[src/rtl/csa_accumulator.sv]
// rtl/csa_accumulator.sv - frame accumulator with a carry-save running sum and a one-cycle resolve stage
// Beats are folded into S/C with 3:2 compression; a single adder resolves S+C once per frame.
module csa_accumulator #(
  parameter int IN_WIDTH  = 8,
  parameter int ACC_WIDTH = 12,
  parameter int CNT_WIDTH = 4
) (
  input  logic                 clk,
  input  logic                 rst,
  input  logic                 in_valid,
  output logic                 in_ready,
  input  logic [IN_WIDTH-1:0]  in_data,
  input  logic                 in_last,
  output logic                 out_valid,
  input  logic                 out_ready,
  output logic [ACC_WIDTH-1:0] out_sum,
  output logic                 out_overflow,
  output logic [CNT_WIDTH-1:0] out_count
);

  localparam logic [1:0] ST_ACCUM   = 2'd0;
  localparam logic [1:0] ST_RESOLVE = 2'd1;
  localparam logic [1:0] ST_OUTPUT  = 2'd2;

  logic [1:0]           state_q, state_d;
  logic [ACC_WIDTH-1:0] s_q, s_d;
  logic [ACC_WIDTH-1:0] c_q, c_d;
  logic                 sticky_q, sticky_d;
  logic [CNT_WIDTH-1:0] cnt_q, cnt_d;
  logic [ACC_WIDTH-1:0] out_sum_q, out_sum_d;
  logic                 out_ovf_q, out_ovf_d;
  logic [CNT_WIDTH-1:0] out_cnt_q, out_cnt_d;

  logic [ACC_WIDTH-1:0] operand;
  logic [ACC_WIDTH-1:0] col_sum;
  logic [ACC_WIDTH-1:0] col_carry;
  logic [ACC_WIDTH:0]   resolved;
  logic                 accept;
  logic                 release_out;

  assign in_ready    = (state_q == ST_ACCUM) && !rst;
  assign accept      = in_valid && in_ready;
  assign out_valid   = (state_q == ST_OUTPUT) && !rst;
  assign release_out = out_valid && out_ready;

  // Result registers are masked during reset so nothing stale leaks out before the first edge.
  assign out_sum      = rst ? '0   : out_sum_q;
  assign out_overflow = rst ? 1'b0 : out_ovf_q;
  assign out_count    = rst ? '0   : out_cnt_q;

  always_comb begin
    operand                = '0;
    operand[IN_WIDTH-1:0]  = in_data;
    col_sum                = s_q ^ c_q ^ operand;
    col_carry              = (s_q & c_q) | (s_q & operand) | (c_q & operand);
    resolved               = {1'b0, s_q} + {1'b0, c_q};
  end

  always_comb begin
    state_d   = state_q;
    s_d       = s_q;
    c_d       = c_q;
    sticky_d  = sticky_q;
    cnt_d     = cnt_q;
    out_sum_d = out_sum_q;
    out_ovf_d = out_ovf_q;
    out_cnt_d = out_cnt_q;
    case (state_q)
      ST_ACCUM: begin
        if (accept) begin
          s_d = col_sum;
          // Top-column carry has no home in C; it is a guaranteed 2^ACC_WIDTH contribution.
          c_d      = col_carry << 1;
          sticky_d = sticky_q | col_carry[ACC_WIDTH-1];
          if (cnt_q != '1) begin
            cnt_d = cnt_q + CNT_WIDTH'(1);
          end
          if (in_last) begin
            state_d = ST_RESOLVE;
          end
        end
      end
      ST_RESOLVE: begin
        out_sum_d = resolved[ACC_WIDTH-1:0];
        out_ovf_d = sticky_q | resolved[ACC_WIDTH];
        out_cnt_d = cnt_q;
        state_d   = ST_OUTPUT;
      end
      ST_OUTPUT: begin
        if (release_out) begin
          state_d  = ST_ACCUM;
          s_d      = '0;
          c_d      = '0;
          sticky_d = 1'b0;
          cnt_d    = '0;
        end
      end
      default: begin
        state_d  = ST_ACCUM;
        s_d      = '0;
        c_d      = '0;
        sticky_d = 1'b0;
        cnt_d    = '0;
      end
    endcase
  end

  always_ff @(posedge clk) begin
    if (rst) begin
      state_q   <= ST_ACCUM;
      s_q       <= '0;
      c_q       <= '0;
      sticky_q  <= 1'b0;
      cnt_q     <= '0;
      out_sum_q <= '0;
      out_ovf_q <= 1'b0;
      out_cnt_q <= '0;
    end else begin
      state_q   <= state_d;
      s_q       <= s_d;
      c_q       <= c_d;
      sticky_q  <= sticky_d;
      cnt_q     <= cnt_d;
      out_sum_q <= out_sum_d;
      out_ovf_q <= out_ovf_d;
      out_cnt_q <= out_cnt_d;
    end
  end

endmodule

[config.mk]
export PLATFORM = sky130hd
export DESIGN_NAME = csa_accumulator
export DESIGN_NICKNAME = d
export VERILOG_FILES = /design/src/rtl/csa_accumulator.sv
export SDC_FILE = /design/constraint.sdc
export NUM_CORES = 1
export LEC_CHECK = 0
export CAP_MARGIN = 10
export CORE_MARGIN = 2
export CORE_UTILIZATION = 50
export CTS_CLUSTER_SIZE = 20
export DETAILED_ROUTE_END_ITERATION = 10
export DONT_BUFFER_PORTS = 1
export SYNTH_ARGS = -nofsm -noshare
export SYNTH_HDL_FRONTEND = slang
export SYNTH_SLANG_ARGS = --single-unit
export TNS_END_PERCENT = 50
[constraint.sdc]
create_clock -name clk -period 2.03 [get_ports clk]
set_input_delay 0.406 -clock clk [delete_from_list [all_inputs] [get_ports clk]]
set_output_delay 0.406 -clock clk [all_outputs]
set_load 0.02 [all_outputs]
-- Word level (Yosys, flattened, before mapping)
Index checks and enable logic that the tools add are counted.
- register bits after elaboration: 48
- input bits: 13
- output and inout bits: 19
- word-level logic and storage cells: 55
- $add $sub $neg: 2
- equal/unequal tests: 7
- multiplexer cells: 19
- bitwise gates (word level): 10
- reductions and logical operators: 9
- operators with widths (kind ; number):
    case mux 12 bit (3 select lines) ; 2
    2-to-1 mux 12 bit ; 4
    AND 12 x 8 -> 12 bit ; 2
    OR 12 bit ; 2
    2-to-1 mux 4 bit ; 4
    adder 12 x 12 -> 13 bit ; 1
    AND 12 bit ; 1
    case mux 4 bit (3 select lines) ; 1
    bitwise XOR 12 bit ; 1
    bitwise XOR 12 x 8 -> 12 bit ; 1
    2-to-1 mux 2 bit ; 3
    inequality test 2 bit (second input constant) ; 3
    case mux 2 bit (3 select lines) ; 1
    AND reduction 3 bit ; 2
    adder 4 x 1 -> 4 bit (second input constant) ; 1
    logical AND 1 bit ; 4
    inequality test 4 bit (second input constant) ; 1
    AND reduction 4 bit ; 1
    2-to-1 mux 1 bit ; 3
    case mux 1 bit (3 select lines) ; 1
    == test 2 x 1 -> 1 bit (second input constant) ; 1
    == test 2 bit (second input constant) ; 1
    zero test 2 bit ; 1
    inequality test 2 x 1 -> 1 bit (second input constant) ; 1
    other kinds (3) ; 4

-- Logic depth before layout (Yosys ltp)
- depth in word-level cells: 6
- mapped depth: 7
- mapped depth without buffers: 7

-- Least setup slack after synthesis
Ideal clock, no wire load.
- path type: register -> register
- start point: register s_q[1]
- end point: register out_sum_q[11]
- library setup time: 134 ps
- arrival: 1715 ps
- data required time: 1896 ps
- slack: 181 ps
- cell stages (with the launch flop): 8
- path buffers: 0
- clock period less this slack: 1849 ps
- cells stage by stage: dfxtp_1 -> ha_1 -> fa_1 -> a211oi_1 -> o21ai_1 -> a31oi_1 -> xor2_1 -> a21oi_1
- cells in the longest elaborated chain, start to end: 1
- ends and longest elaborated chain (item ; line ; source):
    start, declared ; 26 ; logic [ACC_WIDTH-1:0] s_q, s_d;
    start signal, assigned ; 111 ; s_q <= '0;
    start signal, assigned ; 120 ; s_q <= s_d;
    adder 12 x 12 -> 13 bit ; 56 ; resolved = {1'b0, s_q} + {1'b0, c_q};
    end signal, assigned ; 124 ; out_sum_q <= out_sum_d;
    end, declared ; 30 ; logic [ACC_WIDTH-1:0] out_sum_q, out_sum_d;
Every way passes these cells.
A chain may end at the register's enable or synchronous reset.

-- Worst setup path in the final report
Same ends and word-level chain as after synthesis.

==> impl_metrics.json <==
{
  "drtAntennaViolNets": 0,
  "drc": 0,
  "max_freq_mhz": 521,
  "grt_pass1_vias": 1630,
  "total_power_mw": 1.89,
  "clock_latency_ns": 0.30,
  "outcome": "complete, no violations",
  "start_kind": "flop",
  "p_leak_nw": 1.03,
  "vdd_drop_max_v": 0.000445,
  "clockBufferDepth": 2,
  "cp_cell_sequence": "ha_1 -> fa_2 -> a211oi_2 -> o21ai_2 -> a31oi_1 -> xor2_1 -> a21oi_1",
  "ys_ff_latch": 47,
  "required_ns": 2.20,
  "synthArstFlopShare_pct": 0,
  "seqPwrFrac_pct": 53.1,
  "avgSynthCellArea_um2": 10.2,
  "cap_violations": 0,
  "crit_path_max_fanout": 3,
  "cts.clk_slew.worst_paths_ns": 0.08,
  "gp_congestion": 0.874,
  "num_rows": 24,
  "multi_input_area_um2": 1330,
  "drive_gt1_share_pct": 8.37,
  "fillCellCount": 416,
  "syn-cell-area_um2": 2320,
  "final_common_cell": "dfxtp_1",
  "diodes": 0,
  "wl_per_cell_um": 18.3,
  "swShare_pct": 24.9,
  "setup_tns_ns": 0,
  "worst_slack_ns": 0.110,
  "tightestPinTransition_ns": 0.742,
  "area_growth_pct": 6.36,
  "yosysSeqAreaShare_pct": 40.5,
  "fp.dieW_um": 72.2,
  "timing.critical_path.buf_inv": 0,
  "crit_type": "flop to flop",
  "port_buffers": 0,
  "clock_skew_ns": 0.00342,
  "synth_edf_count": 0,
  "relSlewSlack_pct": 50.5,
  "clock-root-buffer": "clkbuf_8",
  "cts_tree": "built",
  "endpoint_kind": "flop",
  "fin_crit_ns": 1.92,
  "cpPeakStageDelay_ns": 0.39,
  "clkSinkCount": 47,
  "syn_nets": 262,
  "grt_pass1_wl_um": 8220,
  "critPathArrivalTime_ns": 2.09,
  "period_share_pct": 94.6,
  "drt-pass1-iter-count": 4,
  "synth_top_cell_area_share_pct": 40.5,
  "nets": 261,
  "cts_buffers": 5,
  "dp_hpwl_um": 3890,
  "crit_slowest_cell": "fa_2",
  "ff_latch_area_um2": 941,
  "pwr-share-clk_pct": 34.8,
  "die-area_um2": 5210,
  "hold_path_class": "input port to flop",
  "netlist_instances": 228,
  "grt_remaining_overflow": 0,
  "grt_use_total_pct": 20.7,
  "power-per-cell-area_nw_per_um2": 766,
  "grt_max_degree": 31,
  "drt_iter0_drc": 68,
  "dieHeight_um": 72.2,
  "pre_cts_slack_ns": -0.0165,
  "most-common-layout-cells": "dfxtp_1, a22o_1, nor2b_1, a21oi_1, ha_1",
  "power.net_switching_mw": 0.470,
  "post-route-util_pct": 56.0,
  "synthFlopType": "dfxtp_1",
  "htree_levels": 2,
  "finalWirelength_um": 5110,
  "via_count": 1697,
  "hold_violations": 0,
  "drv_slew": 0,
  "antenna_found_initial": 0,
  "synth.distinct_cells": 43,
  "yosysTopAreaCell": "dfxtp_1",
  "ios": 32,
  "viasPerCell": 6.08,
  "coreArea_um2": 4410,
  "power_frac_comb_pct": 12.1,
  "finalSetupViolations": 0,
  "start_util_pct": 52.6,
  "path_delay_family": "compound AO/OA/AOI/OAI gates",
  "p_int_mw": 1.42,
  "synth_area_leaders": "dfxtp_1, a22o_1, ha_1, fa_1, nor2b_1",
  "ys.warnings.count": 0
}
final cells by class:
type / count / share of cell area, %
Timing Repair Buffer: 4 / 1.22
Clock buffer: 6 / 2.94
Multi-Input combinational cell: 168 / 53.7
Sequential cell: 47 / 38.1
Inverter: 1 / 0.152
Clock inverter: 1 / 1.22
Tap cell: 52 / 2.63
cells in the mapped netlist (2+ instances only):
cell type,n
a2bb2oi_1,2
nor2_1,10
and2_1,4
nand2_2,2
clkbuf_1,4
a21o_1,4
nand3_1,4
o21ai_0,5
dfxtp_1,47
o21ai_1,2
a21oi_1,15
and3_1,3
a22o_1,23
o22a_1,7
nor3_1,3
buf_2,4
ha_1,13
nand2b_1,2
o211ai_1,2
nor4_1,2
buf_1,2
xnor2_1,3
mux2i_1,3
nand2_1,9
nand4_1,2
a211oi_1,3
xor2_1,4
fa_1,8
a31oi_1,2
nor3b_1,2
nor2b_1,20
power by group through the flow:
stage / combinational, mW / clock, mW / sequential, mW
floorplan: 0.192 / 0 / 1.01
global placement: 0.221 / 0 / 1.02
detailed placement: 0.227 / 0 / 1.03
CTS: 0.228 / 0.671 / 1.01
global route: 0.253 / 0.710 / 1.01
finish: 0.228 / 0.658 / 1.00
metrics by stage:
step | std cells | area [um^2] | hold WS, ns
floorplan | 228 | 2320 | 0.438
global placement | 272 | 2360 | 0.459
detailed placement | 272 | 2360 | 0.469
CTS | 279 | 2460 | 0.165
global route | 279 | 2470 | 0.155
finish | 279 | 2470 | 0.172
registers in the layout, indices dropped and copies added (netlist names):
name,count
c_q,11
cnt_q,4
sticky_q,1
out_cnt_q,4
out_sum_q,12
s_q,12
out_ovf_q,1
state_q,2
kinds of logic after synthesis:
kind of cell / count (synthesis) / share of synthesized area (%)
XOR/XNOR: 7 / 2.64
AND/OR/NAND/NOR: 66 / 15.9
adder cells (fa/ha/maj): 21 / 13.9
buffers and inverters: 13 / 2.80
flip-flops: 47 / 40.5
AO/OA/AOI/OAI: 70 / 22.5
multiplexers: 4 / 1.78
repair_timing:
item,in CTS,in global routing
pin swaps,0,2
setup buffers,0,0
resized for setup,1,2
setup endpoints to repair,1,2
hold buffers,0,0
routing by layer:
layer / track usage (%) / part of all wire (%) / wire length [um] / vias to the layer above
li1: - / - / - / 830
met1: 29.0 / 47 / 2410 / 819
met2: 32.9 / 46 / 2370 / 43
met3: 5.00 / 5.8 / 295 / 5
met4: 4.40 / 0.82 / 42 / 0
met5: 0 / 0 / 0 / -
final timing paths:
kind,startpoint,end,slack (ns),cells past startpoint
min,rst,s_q[7]$_SDFFE_PP0P_,0.17,1
max,s_q[1]$_SDFFE_PP0P_,out_sum_q[11]$_SDFFE_PP0P_,0.11,7
min reg2reg,c_q[5]$_SDFFE_PP0P_,c_q[5]$_SDFFE_PP0P_,0.49,2
max reg2reg,s_q[1]$_SDFFE_PP0P_,out_sum_q[11]$_SDFFE_PP0P_,0.11,7
Power figures use the tool's default switching activity.
